$ cat config.mk
export PLATFORM = sky130hd
export DESIGN_NAME = mem_port_arbiter
export DESIGN_NICKNAME = d
export VERILOG_FILES = /design/src/rtl/arm_pipe_pkg.sv /design/src/rtl/arb_rr2.sv /design/src/rtl/mem_port_arbiter.sv
export SDC_FILE = /design/constraint.sdc
export NUM_CORES = 1
export LEC_CHECK = 0
export BUFFER_PORTS_ARGS = -buffer_cell sky130_fd_sc_hd__buf_2
export CAP_MARGIN = 20
export CORE_AREA = 8 8 115 117
export DETAILED_ROUTE_END_ITERATION = 7
export DIE_AREA = 0 0 123 125
export HOLD_SLACK_MARGIN = 0.03
export PLACE_DENSITY_LB_ADDON = 0.05
export SLEW_MARGIN = 20
export SYNTH_ARGS = -nofsm -noshare
export SYNTH_HDL_FRONTEND = slang
export SYNTH_SLANG_ARGS = --single-unit
export TNS_END_PERCENT = 10
$ cat constraint.sdc
create_clock -name clk -period 2.1 [get_ports clk]
set_input_delay 0.63 -clock clk [delete_from_list [all_inputs] [get_ports clk]]
set_output_delay 0.63 -clock clk [all_outputs]
set_load 0.1 [all_outputs]
$ cat src/rtl/arm_pipe_pkg.sv
// Shared types and constants for the pipelined ARM core.
package arm_pipe_pkg;

  typedef enum logic [1:0] {
    ARB_IDLE,
    ARB_ACCESS,
    ARB_RESP
  } arb_state_t;

  localparam logic GNT_I = 1'b0;
  localparam logic GNT_D = 1'b1;

endpackage

$ cat src/rtl/arb_rr2.sv
// Two-requester round-robin grant: a lone requester wins; on contention D wins unless D won last.
import arm_pipe_pkg::*;

module arb_rr2 (
  input  logic i_req,
  input  logic d_req,
  input  logic last_gnt,
  output logic gnt
);

  always_comb begin
    gnt = GNT_I;
    if (d_req && !(i_req && last_gnt == GNT_D)) gnt = GNT_D;
  end

endmodule

$ cat src/rtl/mem_port_arbiter.sv
// Shares one fixed-latency single-ported memory between fetch (I) and memory (D) stages.
import arm_pipe_pkg::*;

module mem_port_arbiter #(
  parameter int ADDR_W      = 32,
  parameter int DATA_W      = 32,
  parameter int WAIT_CYCLES = 2
) (
  input  logic              clk,
  input  logic              reset,
  input  logic              i_req,
  input  logic [ADDR_W-1:0] i_addr,
  output logic [DATA_W-1:0] i_rdata,
  output logic              i_ready,
  input  logic              d_req,
  input  logic              d_we,
  input  logic [ADDR_W-1:0] d_addr,
  input  logic [DATA_W-1:0] d_wdata,
  output logic [DATA_W-1:0] d_rdata,
  output logic              d_ready,
  output logic              mem_en,
  output logic              mem_we,
  output logic [ADDR_W-1:0] mem_addr,
  output logic [DATA_W-1:0] mem_wdata,
  input  logic [DATA_W-1:0] mem_rdata,
  output logic              StallF,
  output logic              StallM
);

  localparam logic [3:0] LastCnt = 4'(WAIT_CYCLES - 1);

  arb_state_t        state;
  logic              gnt;
  logic              lastGnt;
  logic              nextGnt;
  logic [3:0]        cnt;
  logic [DATA_W-1:0] rdataQ;

  arb_rr2 uArb (
    .i_req   (i_req),
    .d_req   (d_req),
    .last_gnt(lastGnt),
    .gnt     (nextGnt)
  );

  always_ff @(posedge clk)
    assert (WAIT_CYCLES >= 1 && WAIT_CYCLES <= 15)
      else $error("mem_port_arbiter: WAIT_CYCLES=%0d outside 1..15", WAIT_CYCLES);

  // mem_addr/mem_wdata/mem_we double as the request latches held through ACCESS.
  always_ff @(posedge clk or negedge reset) begin
    if (!reset) begin
      state     <= ARB_IDLE;
      gnt       <= GNT_I;
      lastGnt   <= GNT_I;
      cnt       <= '0;
      rdataQ    <= '0;
      mem_en    <= 1'b0;
      mem_we    <= 1'b0;
      mem_addr  <= '0;
      mem_wdata <= '0;
      i_ready   <= 1'b0;
      d_ready   <= 1'b0;
    end else begin
      case (state)
        ARB_IDLE: begin
          if (i_req || d_req) begin
            gnt       <= nextGnt;
            lastGnt   <= nextGnt;
            cnt       <= '0;
            mem_en    <= 1'b1;
            mem_we    <= (nextGnt == GNT_D) && d_we;
            mem_addr  <= (nextGnt == GNT_D) ? d_addr : i_addr;
            mem_wdata <= (nextGnt == GNT_D) ? d_wdata : '0;
            state     <= ARB_ACCESS;
          end
        end
        ARB_ACCESS: begin
          cnt <= cnt + 4'd1;
          if (cnt == LastCnt) begin
            rdataQ  <= mem_rdata;
            mem_en  <= 1'b0;
            mem_we  <= 1'b0;
            i_ready <= (gnt == GNT_I);
            d_ready <= (gnt == GNT_D);
            state   <= ARB_RESP;
          end
        end
        ARB_RESP: begin
          i_ready <= 1'b0;
          d_ready <= 1'b0;
          state   <= ARB_IDLE;
        end
        default: state <= ARB_IDLE;
      endcase
    end
  end

  assign i_rdata = i_ready ? rdataQ : '0;
  assign d_rdata = d_ready ? rdataQ : '0;
  assign StallF  = i_req & ~i_ready;
  assign StallM  = d_req & ~d_ready;

endmodule

======== Yosys cells after proc, flatten, opt, wreduce, memory -nomap -nowiden ========
Cells that the tools add are included.
word-level totals
  register bits after elaboration ......... 107
  input port bits ......................... 133
  output and inout port bits .............. 134
  word-level logic and storage cells ...... 54
cells by class
  add/subtract/negate cells ............... 1
  equality and inequality tests ........... 5
  multiplexer cells ....................... 19
  bitwise gates (word level) .............. 5
  reduce and logical (&&, ||, !) cells .... 14
operator list
  kind                                                                   number
  32-bit two-way mux                                                     4
  2-bit AND reduction                                                    5
  1-bit case mux with 2 select lines                                     4
  4-bit case mux with 2 select lines                                     1
  1-bit two-way mux                                                      6
  4-bit by 1-bit adder with 4-bit output, second input constant          1
  4-bit by 1-bit equality test with 1-bit output, second input constant  1
  2-bit two-way mux                                                      2
  4-bit two-way mux                                                      1
  2-bit inequality test, second input constant                           2
  2-bit case mux with 2 select lines                                     1
  2-bit nonzero test                                                     2
  1-bit logical AND                                                      3
  1-bit inverter                                                         3
  3-bit AND reduction                                                    1
  1-bit bitwise AND                                                      2
  2-bit by 1-bit equality test with 1-bit output, second input constant  1
  2-bit equality test, second input constant                             1
  2-bit logical NOT                                                      1
  1-bit logical NOT                                                      1
  1-bit logical OR                                                       1

======== Longest topological paths before layout ========
Gate-level depths: netlist of the first run.
  depth in word-level cells ............... 7
  depth in mapped cells ................... 6
  mapped depth without buffers ............ 5

======== Hierarchy ========
Synthesis of the first run repeated with hierarchy kept, for this count alone.
unflattened totals
  cell total of the unflattened synthesis .. 471
  area, all modules ....................... 4,971.0 um^2
by module, submodules not included
  module            instances  cells an instance  area an instance (um^2)  sequential area each (um^2)
  mem_port_arbiter  1          470                4,959.8                  2,677.6
  arb_rr2           1          1                  11.3                     0.0

======== Least setup slack after synthesis of the first run ========
OpenSTA, ideal clock, no wires.
  path kind ............................... register -> output
  start ................................... register i_ready
  end ..................................... output port StallF
  arrival ................................. 2.268 ns
  data required time ...................... 1.470 ns
  setup slack ............................. -0.798 ns
  stages on the path, launching flop included .. 2
  path buffers ............................ 0
  cell sequence ........................... dfrtp_1 -> nor2b_1
on the way
  word-level cells in the longest chain between the ends .. 2
ends and longest elaborated chain
  what                    line                     text
  start, declared         mem_port_arbiter.sv:14   output logic i_ready,
  start signal, assigned  mem_port_arbiter.sv:84   i_ready <= (gnt == GNT_I);
  1-bit inverter          mem_port_arbiter.sv:101  assign StallF = i_req & ~i_ready;
  1-bit bitwise AND       mem_port_arbiter.sv:101
  end, declared           mem_port_arbiter.sv:26   output logic StallF,
Every way passes these cells.

======== Worst setup path after layout of the first run ========
  start ................................... register i_ready
  end ..................................... output port i_rdata[3]
on the way
  word-level cells in the longest chain between the ends .. 1
ends and longest elaborated chain
  what                line                    text
  32-bit two-way mux  mem_port_arbiter.sv:99  assign i_rdata = i_ready ? rdataQ : '0;
  end, declared       mem_port_arbiter.sv:13  output logic [DATA_W-1:0] i_rdata,
Every way passes these cells.

==> results of run 1 <==
-- layout by cell type (no fill, tap or decap), types with 2 or more instances in the layout --
cell                        count
sky130_fd_sc_hd__nor3_4         2
sky130_fd_sc_hd__dfrtp_1      106
sky130_fd_sc_hd__buf_2        197
sky130_fd_sc_hd__nand2_1        4
sky130_fd_sc_hd__a22o_1        32
sky130_fd_sc_hd__mux2i_1        3
sky130_fd_sc_hd__nand2b_1       3
sky130_fd_sc_hd__mux2_4        60
sky130_fd_sc_hd__inv_8          2
sky130_fd_sc_hd__bufinv_16      2
sky130_fd_sc_hd__buf_12        75
sky130_fd_sc_hd__nor2b_2        2
sky130_fd_sc_hd__mux2_1        20
sky130_fd_sc_hd__a21o_1         2
sky130_fd_sc_hd__ha_1           2
sky130_fd_sc_hd__o21ai_0        3
sky130_fd_sc_hd__buf_4         11
sky130_fd_sc_hd__clkbuf_16      9
sky130_fd_sc_hd__and2_2        63
sky130_fd_sc_hd__inv_1          3
sky130_fd_sc_hd__mux2_2        16
-- worst reg2reg max path: stages (launching register included) --
cell,delay (ns)
sky130_fd_sc_hd__dfrtp_1,0.42
sky130_fd_sc_hd__inv_1,0.08
sky130_fd_sc_hd__ha_1,0.13
sky130_fd_sc_hd__nor3b_1,0.32
sky130_fd_sc_hd__nand2_2,0.08
sky130_fd_sc_hd__buf_4,0.30
sky130_fd_sc_hd__mux2_1,0.38
-- final timing paths --
kind	startpoint	end	depth (start not counted)	slack, ns
worst min-delay path	reset	rdataQ[26]$_DFFE_PN0P_	1	0.20
worst max register to register	cnt[1]$_DFFE_PN0P_	rdataQ[12]$_DFFE_PN0P_	6	0.27
worst min register to register	mem_en$_DFFE_PN0P_	mem_en$_DFFE_PN0P_	1	0.49
min in group clk	mem_en$_DFFE_PN0P_	mem_en$_DFFE_PN0P_	1	0.49
max in group asynchronous	reset	rdataQ[10]$_DFFE_PN0P_	2	1.39
worst max-delay path	i_ready$_DFFE_PN0P_	i_rdata[3]	2	0.04
-- layout make-up --
| type | count | area (µm²) |
|---|---|---|
| Sequential cell | 107 | 2680 |
| Timing Repair Buffer | 283 | 2570 |
| Clock inverter | 7 | 108 |
| Inverter | 3 | 11.3 |
| Tap cell | 147 | 184 |
| Multi-Input combinational cell | 225 | 2320 |
| Fill cell | 849 | 3510 |
| Clock buffer | 9 | 225 |
-- repair_timing --
action / in CTS / in global routing
gates resized for setup: 1 / 1
endpoints found under the setup margin: 32 / 31
cloned: 0 / 0
-- state kept, by name (all words and copies together) (netlist names) --
register / flops
cnt: 4
d_ready: 1
i_ready: 1
lastGnt: 1
mem_addr: 32
mem_en: 1
mem_wdata: 32
mem_we: 1
rdataQ: 32
state: 2
-- kinds of logic after synthesis --
group | count (synthesis) | synth area share [%]
adder cells (fa/ha/maj) | 2 | 0.486
buffers and inverters | 28 | 4.47
flip-flops | 107 | 52.0
AND/OR/NAND/NOR | 82 | 10.2
AO/OA/AOI/OAI | 42 | 6.86
multiplexers | 99 | 26.0
-- routing by layer --
metal | up-vias | routed length, µm | global-route usage [%]
met5 | - | 0 | 0
met4 | 0 | 144 | 4.61
met3 | 8 | 1070 | 4.23
met2 | 143 | 7260 | 32.4
met1 | 1823 | 5790 | 22.3
li1 | 1799 | - | -
-- per-stage QoR --
stage                     instance area (µm²)  setup WS (ns)  hold WS [ns]
after global routing                     8100        -0.0276         0.209
final                                    8100         0.0352         0.195
after floorplan                          5230         -0.276         0.334
after detailed placement                 7770          0.162         0.476
after global placement                   7770          0.172         0.458
after CTS                                8100        0.00935         0.202
==> summary by stage, run 1 <==
Route
Once detail routing completed, the nets flagged for antenna violations numbered 0. In the routed layout, each cell is associated on average with a via count of 4.83. In the final routed layout, each cell accounts on average for 18.3 µm.

The routed design has 14.3 mm of wire. Summing over every cut layer, the via total after detailed routing is 3773. The number of DRC violations after detailed routing is 0. The first routing iteration left 116 violations.

The pre-antenna-repair detailed-routing pass consisted of 6 iterations.

Final layout
The final layout net count is 764. Excluding fillers, the count of instances in the completed layout stands at 781. The share of final-layout standard cells stronger than drive strength 1 is 70.3%. Once layout is complete, the utilization of the core stands at 69.8%.

The number of antenna diodes in the final layout is 0. Compared with the post-synthesis result, the final layout area differs by 57.5%.

Timing
For the final routed database, the setup TNS stands at 0 ns. Setup repair after global routing could not meet its margin everywhere. The final-report max-slew violation count is 0. The slew at the pin closest to its max-slew limit is 0.511 ns. The final count of hold timing violations is 0.

The minimum period implied by the final worst setup slack is 2.06 ns. Setup violations remaining at the end of the flow were counted as 0. The setup clock skew after layout is 0.00732 ns. In this run the tightest slew margin relative to its limit is 65.9%. The timing-limited maximum frequency is 484 MHz. The share of the clock period used by the worst path after layout is 98.3%.

Place
Detailed placement finished with a half-perimeter wire length of 11.2 mm. At the end of routability-driven placement, the weighted congestion stood at 0.730. The number of port buffers is 266. Counting tap cells, the placed design contains a total of 765 instances.

Die
The top-level port count is 267. In this run the standard cell core region covers 11600 µm². Measured along the x axis, the die boundary spans 123 µm. The floorplan has 40 rows.

The die extent in y is 125 µm. The initial utilization of the core area, before any placement, comes to 44.3%. The die covers 15400 µm².

CTS
The clock passes through at most 2 buffers. The number of buffers inserted to repair setup after CTS is 0. In this run the clock root is driven by a sky130_fd_sc_hd__clkbuf_16. Clock latency on the worst-skew pair, taken at its later pin, is 0.34 ns.

TritonCTS built the clock tree. The depth of the CTS H-tree is 3. The clock-pin slew reported for the worst setup and hold paths after clock tree synthesis is 0.08 ns. The number of buffers inserted during clock tree synthesis is 9. The number of hold buffers added after cts is 0. The clock sink count is 107.

Synth
The share of synthesized area in the top cell type comes to 52.0%. Counting every instance in the synthesized netlist gives 360. The synthesized design contains 107 register bits.

Of all cell types, the one taking the most synthesized area is sky130_fd_sc_hd__dfrtp_1. The most common cell in the synthesized netlist is sky130_fd_sc_hd__dfrtp_1. By area the synthesized netlist is led by sky130_fd_sc_hd__dfrtp_1 (52%), sky130_fd_sc_hd__mux2_4 (18%), sky130_fd_sc_hd__and2_1 (7.8%), sky130_fd_sc_hd__a22o_1 (5.4%), sky130_fd_sc_hd__mux2_1 (4.4%). The number of distinct library cells after synthesis is 32.

The total nets after synthesis is 495. The post-synthesis instance area is 5150 µm². After synthesis, the mean cell area works out to 14.3 µm².

The sequential fraction of the synthesis area is 52.0%. The Yosys step of the flow raised 0 warnings. Sorting the synthesized cells by how often they occur yields sky130_fd_sc_hd__dfrtp_1 (107), sky130_fd_sc_hd__and2_1 (64), sky130_fd_sc_hd__mux2_4 (60), sky130_fd_sc_hd__a22o_1 (32), sky130_fd_sc_hd__mux2_1 (20). The number of enable-type register cells in the synthesized netlist is 0. For this run, the leading register cell type out of synthesis is sky130_fd_sc_hd__dfrtp_1. The share of flip-flops with an asynchronous set or reset after synthesis is 100%.

Global routing
The global-route usage over all layers is 18.5%. The global route total overflow is 0. The number of antenna violations at the first check in global routing is 0. The via count of the first global-routing pass is 4314.

The pin count of the biggest net entering global routing is 38. The first-pass GRT wire length is 22.6 mm.

Critical path
Counting both buffers and inverters, the worst setup path holds a total of 1. On the critical path the largest part of the delay comes from flip-flops. The type of the worst setup path is reg2out. The data required time at the worst endpoint is 1.47 ns. The worst setup path is captured at a primary output. The largest individual stage delay along the critical path comes from the cell sky130_fd_sc_hd__dfrtp_4. The critical path goes through and2_2 -> buf_12. The arrival time of data at the critical path endpoint is 1.43 ns.

The worst stage delay on the critical path is 0.62 ns. The worst setup path is launched from a flip-flop. The maximum net fanout on the critical path is 35.

Min path
The tightest min-delay check is of the in2async type.

Job
The count of maximum capacitance violations is 0.

Run status
The flow ran to the end, and the final reports show no timing, DRC or antenna violations.
Power of run 1 is left out: the tool's default activity adds up to more than one toggle a clock period on the data nets, which glitch-free logic cannot reach.
==> run 2, diff against run 1 <==
- ABC_AREA: default -> 1
- CORE_AREA: 8 8 115 117 -> 8 8 117 119
- DIE_AREA: 0 0 123 125 -> 0 0 125 127
==> summary by stage, run 2 <==
Synth
The gate count of the mapped netlist is 715 (+99%). The most instantiated library cell after synthesis is sky130_fd_sc_hd__nand2_1. The register bit total from synthesis came to 107 (unchanged). By area the synthesized netlist is led by sky130_fd_sc_hd__dfrtp_1 (51%), sky130_fd_sc_hd__nand2_1 (24%), sky130_fd_sc_hd__inv_1 (7.4%), sky130_fd_sc_hd__nand3_1 (6.7%), sky130_fd_sc_hd__nand3b_1 (4.5%). The fraction of synthesized cell area taken by the top area cell type was 50.5% (-1.5 points).

The mean cell area of the mapped netlist was 7.41 µm² (-48%). The biggest area consumer among synthesized cells is sky130_fd_sc_hd__dfrtp_1. The sequential fraction of the synthesis area is 50.5% (-1.5 points). The share of flip-flops with an asynchronous set or reset after synthesis is 100% (unchanged). The number of warning messages in the yosys log is 0 (unchanged). The post-synthesis instance area is 5300 µm² (+2.9%). The number of distinct library cells after synthesis came to 21 (-34%). Sorting the synthesized cells by how often they occur yields sky130_fd_sc_hd__nand2_1 (336), sky130_fd_sc_hd__dfrtp_1 (107), sky130_fd_sc_hd__inv_1 (104), sky130_fd_sc_hd__nand3_1 (71), sky130_fd_sc_hd__nand3b_1 (32). The total nets after synthesis is 850 (+72%). The number of enable-type register cells in the synthesized netlist was 0 (unchanged).

The main flop type after synthesis is sky130_fd_sc_hd__dfrtp_1.

Run status
The flow ran to the end, but the final reports show violations. The checks that failed: negative setup slack.

Global routing
After global routing, the most crowded layer is met2. The via count of the first global-routing pass is 5499 (+27%). The global route total overflow is 0 (unchanged).

The first-pass GRT wire length is 28.2 mm (+25%). The global-route met3 utilization is 7.07% (+2.8 points). The number of antenna violations at the first check in global routing is 1 (+1). The pin count of the biggest net entering global routing came to 56 (+47%). The routing usage on met2 is 36.3% (+4.0 points). The met1 routing resource usage after global routing is 25.2% (+2.9 points).

The global-route usage over all layers is 21.7% (+3.2 points).

Timing
The share of the clock period used by the worst path after layout is 103% (+4.3 points). The final number of setup-violating endpoints is 38 (+38). The minimum period implied by the final worst setup slack is 2.16 ns (+0.0904 ns). The setup clock skew after layout was 0.00711 ns (-0.000202 ns).

The final-report max-slew violation count is 0 (unchanged). The final count of hold timing violations is 0 (unchanged). The timing-limited maximum frequency is 464 MHz (-4.2%). The slew at the pin closest to its max-slew limit came to 0.522 ns (+0.0107 ns). The headroom to the max-slew limit is 65.5% (-0.48 points).

Setup repair after global routing could not meet its margin everywhere. The final worst slack came to -0.0552 ns (-0.0904 ns).

Critical path
The maximum net fanout on the critical path is 19 (-46%). The source of the critical timing path is i_ready$_DFFE_PN0P_. The data required time at the worst endpoint is 1.47 ns (about the same). The launching element type of the critical path is a flip-flop.

The critical path capture point type is a primary output. The type of the worst setup path is reg2out. The register-to-register setup slack was 0.52 ns (+0.25 ns). The end of the worst register-to-register path is rdataQ[16]$_DFFE_PN0P_. The arrival time of data at the critical path endpoint is 1.53 ns (+0.10 ns). The number of cells on the worst reg-to-reg path is 6 (unchanged). The launch instance of the worst register-to-register path is cnt[1]$_DFFE_PN0P_.

CTS
The CTS tree is done. The maximum buffer depth of the clock tree is 2 (unchanged). The worst-skew pair later-pin latency came to 0.34 ns (about the same). The number of buffers inserted during clock tree synthesis was 9 (unchanged).

The clock-pin slew reported for the worst setup and hold paths after clock tree synthesis was 0.07 ns (about the same). The depth of the CTS H-tree is 3 (unchanged). The clock sink count is 107 (unchanged). Clock tree synthesis selected as its root buffer the cell sky130_fd_sc_hd__clkbuf_16. The number of hold buffers added after cts is 0 (unchanged).

Die
The top-level port count is 267 (unchanged). The die extent in y is 127 µm (+1.6%). The overall die width is 125 µm (+1.6%). The core area is 11800 µm² (+1.7%). The number of cell rows is 40 (unchanged). The initial core utilization was 44.9% (+0.53 points). The overall die area is 15900 µm² (+3.3%).

Final layout
The final layout net count is 1103 (+44%). The number of inserted filler cells in the final layout came to 962 (+13%). The area growth from synthesis to layout is 58.9%.

The share of final-layout standard cells stronger than drive strength 1 came to 39.9% (-30 points). In the layout the commonest cells are sky130_fd_sc_hd__nand2_1 (322), sky130_fd_sc_hd__buf_2 (197), sky130_fd_sc_hd__dfrtp_1 (105). The most common cell after layout, fill and taps aside is sky130_fd_sc_hd__nand2_1. The largest registers in the layout are mem_addr: 32 flops, mem_wdata: 32 flops, rdataQ: 32 flops.

Route
The antenna violation net count after detailed routing is 0 (unchanged). The total iterations of the first detailed-routing run was 4 (-2). The total routed wirelength came to 17.6 mm (+23%). The number of DRC violations after detailed routing is 0 (unchanged). The starting DRC count in detailed routing is 349 (+200%). The via count was 5429 (+44%). The via density per instance is 4.84 (+0.25%). The routed wirelength normalized by instance count came to 15.7 µm (-14%).

Place
The total half-perimeter wirelength after legalization and detailed placement is 13.6 mm (+22%). The number of port buffers is 266 (unchanged). The worst-case setup slack after placement is 0.295 ns (+0.133 ns). The final RePlAce weighted congestion is 0.862 (+18%).

Job
The count of maximum capacitance violations is 0 (unchanged).

Min path
The worst hold-check path type is in2async.
## run 2: changes by cell type in the layout (fill, tap and decap cells not counted), moves of 7 or more
cell                         change
sky130_fd_sc_hd__inv_2           +7
sky130_fd_sc_hd__and2_2         -63
sky130_fd_sc_hd__nand2_2        +15
sky130_fd_sc_hd__mux2_2         -16
sky130_fd_sc_hd__mux2_4         -60
sky130_fd_sc_hd__nand2_1       +318
sky130_fd_sc_hd__inv_1          +37
sky130_fd_sc_hd__a22o_1         -32
sky130_fd_sc_hd__nand3_1        +71
sky130_fd_sc_hd__nand3b_1       +31
sky130_fd_sc_hd__mux2_1         -20
sky130_fd_sc_hd__clkinvlp_4     +57
## run 2: cell type report
class                           instances  area (µm²)  share of cell area, %
Clock inverter                          6         105                   1.25
Tap cell                              147         184                   2.18
Timing Repair Buffer                  282        2530                   30.1
Inverter                              105         612                   7.27
Multi-Input combinational cell        463        2070                   24.6
Sequential cell                       107        2690                   31.9
Antenna cell                            1        2.50                 0.0297
Clock buffer                           10         229                   2.72
## run 2: logic make-up after synthesis
group	after synthesis	synth area share, %
xor+xnor	1	0.165
fa+ha+maj	2	0.472
flops	107	50.5
buf+inv	145	11.4
compound gates	8	0.756
simple gates	452	36.7
## run 2: timing repair
action                                  in CTS  in global routing
pin swaps                                    0                  0
resized for setup                            2                 10
endpoints found under the setup margin      53                 64
buffers inserted                             0                  1
## run 2: through the flow
step / cells / hold WS [ns] / utilization (%) / area [µm²] / TNS [ns]
2_1_floorplan: 715 / 0.334 / - / 5590 / -1.15
3_3_place_gp: 1103 / 0.457 / 68.1 / 8040 / 0
3_5_place_dp: 1103 / 0.460 / 68.1 / 8040 / 0
4_1_cts: 1119 / 0.180 / 70.9 / 8370 / -2.36
5_1_grt: 1121 / 0.195 / 71.3 / 8420 / -4.90
6_report: 1121 / 0.182 / 71.3 / 8420 / -1.23
## run 2: worst max-delay path, stage by stage, from the launching register on
cell and delay [ns]:
sky130_fd_sc_hd__dfrtp_4 0.60, sky130_fd_sc_hd__buf_16 0.22, sky130_fd_sc_hd__nand2_2 0.09, sky130_fd_sc_hd__clkinvlp_4 0.10, sky130_fd_sc_hd__buf_12 0.17
## run 2: metal layers
metal  wire length [µm]  part of all wire (%)
met3               1470                   8.4
met1               7140                    41
met2               8440                    48
met5                  0                     0
met4                508                   2.9
## run 2: worst max path at each step
stage                             end  slack [ns]  cells past startpoint
after detailed placement  i_rdata[27]        0.29                      3
after global routing      d_rdata[10]       -0.15                      3
after CTS                 i_rdata[27]       -0.08                      3
final                      i_rdata[9]       -0.06                      4
after global placement         StallM        0.31                      4
after floorplan           d_rdata[16]       -0.03                      4
Power of run 2 is left out for the same reason.
==> run 3, diff against run 2 <==
- CORE_AREA: 8 8 117 119 -> 8 8 115 117
- DIE_AREA: 0 0 125 127 -> 0 0 123 125
- SYNTH_HIERARCHICAL: default -> 1
==> summary by stage, run 3 <==
Run status
The run finished, with violations left. The final reports fail on negative setup slack.

CTS
The cell sitting at the root of the clock tree is a sky130_fd_sc_hd__clkbuf_16. The CTS tree is done. The number of hold buffers added after cts is 0 (unchanged). The worst-skew pair later-pin latency is 0.34 ns (about the same).

The depth of the CTS H-tree is 3 (unchanged). The number of buffers inserted during clock tree synthesis came to 9 (unchanged). The maximum buffer depth of the clock tree is 2 (unchanged). The clock-pin slew reported for the worst setup and hold paths after clock tree synthesis is 0.07 ns (about the same). The clock sink count is 107 (unchanged).

Timing
Setup repair after global routing could not meet its margin everywhere. The slew at the pin closest to its max-slew limit is 0.526 ns (+0.00474 ns). The minimum period implied by the final worst setup slack came to 2.19 ns (+0.0304 ns). The worst hold margin is 0.172 ns (-0.0109 ns). The headroom to the max-slew limit came to 65.2% (-0.31 points). The timing-limited maximum frequency is 458 MHz (-1.4%).

The setup clock skew after layout came to 0.00488 ns (-0.00223 ns). The share of the clock period used by the worst path after layout is 104% (+1.4 points). The final worst slack is -0.0855 ns (-0.0304 ns).

The final count of hold timing violations was 0 (unchanged). The final number of setup-violating endpoints was 11 (-71%). The final-report max-slew violation count is 0 (unchanged).

Route
The starting DRC count in detailed routing is 368 (+5.4%). The routed wirelength normalized by instance count is 14.2 µm (-9.4%). The via count is 5053 (-6.9%).

The antenna violation net count after detailed routing is 0 (unchanged). The total routed wirelength is 15.9 mm (-9.5%). The via density per instance was 4.52 (-6.8%). The number of DRC violations after detailed routing was 0 (unchanged). The total iterations of the first detailed-routing run is 4 (unchanged).

Min path
The worst hold-check path type is in2async.

Final layout
The largest registers in the layout are mem_addr: 32 flops, mem_wdata: 32 flops, rdataQ: 32 flops. The number of inserted filler cells in the final layout came to 950 (-1.2%). In the layout the commonest cells are sky130_fd_sc_hd__nand2_1 (452), sky130_fd_sc_hd__buf_2 (197), sky130_fd_sc_hd__dfrtp_1 (105).

Leaving out fill and tap cells, the most frequent cell in the layout is sky130_fd_sc_hd__nand2_1. The share of final-layout standard cells stronger than drive strength 1 is 39.9% (about the same). The area of the multi-input gates was 1980 µm² (-4.4%). The area used by sequential logic in the layout is 2690 µm² (unchanged). Compared with the post-synthesis result, the final layout area differs by 62.8%. The final layout net count is 1101 (-0.18%).

Die
The die extent in y is 125 µm (-1.6%). The overall die width is 123 µm (-1.6%). The top-level port count was 267 (unchanged). The initial core utilization is 43.9% (-0.97 points). The number of cell rows came to 40 (unchanged).

The core area is 11600 µm² (-1.7%). The overall die area is 15400 µm² (-3.1%).

Synth
The number of enable-type register cells in the synthesized netlist came to 0 (unchanged). Ranked by instance count, the synthesized netlist is headed by sky130_fd_sc_hd__nand2_1 (467), sky130_fd_sc_hd__dfrtp_1 (107), sky130_fd_sc_hd__inv_1 (74), sky130_fd_sc_hd__buf_2 (16), sky130_fd_sc_hd__clkbuf_1 (11). The gate count of the mapped netlist came to 712 (-0.42%).

The biggest area consumer among synthesized cells is sky130_fd_sc_hd__dfrtp_1. The number of distinct library cells after synthesis is 22 (+4.8%). The fraction of synthesized cell area taken by the top area cell type was 52.6% (+2.0 points). The share of flip-flops with an asynchronous set or reset after synthesis is 100% (unchanged). The sequential fraction of the synthesis area was 52.6% (+2.0 points). The post-synthesis instance area came to 5090 µm² (-3.8%). The register bit total from synthesis is 107 (unchanged).

In the post-synthesis netlist, the cell with the most instances is sky130_fd_sc_hd__nand2_1. For this run, the leading register cell type out of synthesis is sky130_fd_sc_hd__dfrtp_1. The total nets after synthesis came to 847 (-0.35%). By area the synthesized netlist is led by sky130_fd_sc_hd__dfrtp_1 (53%), sky130_fd_sc_hd__nand2_1 (34%), sky130_fd_sc_hd__inv_1 (5.5%), sky130_fd_sc_hd__buf_2 (1.6%), sky130_fd_sc_hd__clkbuf_1 (0.81%).

The mean cell area of the mapped netlist came to 7.16 µm² (-3.4%). The number of warning messages in the yosys log was 6 (+6).

Global routing
The number of antenna violations at the first check in global routing is 2 (+1). The pin count of the biggest net entering global routing was 54 (-3.6%). The global-route usage over all layers is 20.4% (-1.3 points). The global route total overflow came to 0 (unchanged). The first-pass GRT wire length is 25.1 mm (-11%).

The via count of the first global-routing pass came to 5072 (-7.8%).

Place
The final RePlAce weighted congestion is 0.800 (-7.2%). The total half-perimeter wirelength after legalization and detailed placement was 12.1 mm (-11%). The number of port buffers is 266 (unchanged).

Critical path
The maximum net fanout on the critical path is 19 (unchanged). The critical path capture point type is a primary output. The data required time at the worst endpoint is 1.47 ns (about the same). The critical path starts at d_ready$_DFFE_PN0P_. The launch instance of the worst register-to-register path is cnt[1]$_DFFE_PN0P_.

The launching element type of the critical path is a flip-flop. By startpoint and endpoint, the worst setup path is classified as reg2out. The arrival time of data at the critical path endpoint is 1.56 ns (+0.03 ns).

Job
The count of maximum capacitance violations was 0 (unchanged).
-- run 3: through the flow --
stage	utilization, %	setup TNS [ns]	std cells	worst slack [ns]	cell area, µm²
3_3_place_gp	67.5	0	1099	0.299	7840
3_5_place_dp	67.5	0	1099	0.276	7840
4_1_cts	71.0	-2.40	1116	-0.0868	8240
6_report	71.5	-0.788	1119	-0.0855	8300
2_1_floorplan	-	-0.935	712	-0.0305	5400
5_1_grt	71.5	-1.64	1119	-0.139	8300
-- run 3: timing repair --
item	4_1_cts	5_1_grt
pin swaps	0	0
setup endpoints to repair	60	47
gates resized for setup	4	5
setup buffers	1	2
-- run 3: worst paths after layout --
kind	end	slack, ns	depth (start not counted)
max in group asynchronous	rdataQ[3]$_DFFE_PN0P_	1.18	2
max	d_rdata[21]	-0.09	4
min reg2reg	mem_addr[8]$_DFFE_PN0P_	0.47	2
max reg2reg	rdataQ[21]$_DFFE_PN0P_	0.56	6
min	rdataQ[17]$_DFFE_PN0P_	0.17	1
min in group clk	mem_wdata[10]$_DFFE_PN0P_	0.47	3
-- run 3: critical path: stages, from the launching register on --
cell,delay (ns)
sky130_fd_sc_hd__dfrtp_4,0.61
sky130_fd_sc_hd__buf_16,0.21
sky130_fd_sc_hd__nand2_1,0.11
sky130_fd_sc_hd__clkinvlp_4,0.11
sky130_fd_sc_hd__buf_12,0.17
-- run 3: final cells by class --
type	count	area share, %
Inverter	78	6.18
Timing Repair Buffer	278	30.9
Tap cell	147	2.22
Antenna cell	1	0.0302
Clock buffer	9	2.71
Multi-Input combinational cell	492	23.8
Sequential cell	107	32.4
Clock inverter	7	1.79
-- run 3: kinds of logic (layout without fill, tap and decap cells) --
group,Yosys count,after routing,share of synthesized area [%]
and+or+nand+nor,482,482,36.3
buffers and inverters,113,372,9.65
DFF,107,107,52.6
AOI/OAI and AO/OA,7,7,0.810
adders and majority gates,2,2,0.491
xor gates and xnor gates,1,1,0.172
other,0,1,0
-- run 3: routing by layer --
metal / track usage (%) / vias up / routed length (µm)
li1: - / 2570 / -
met1: 24.7 / 2272 / 6530
met2: 34.4 / 187 / 7840
met3: 4.64 / 22 / 1180
met4: 7.30 / 2 / 318
met5: 0 / - / 16
Power of run 3 is left out for the same reason.
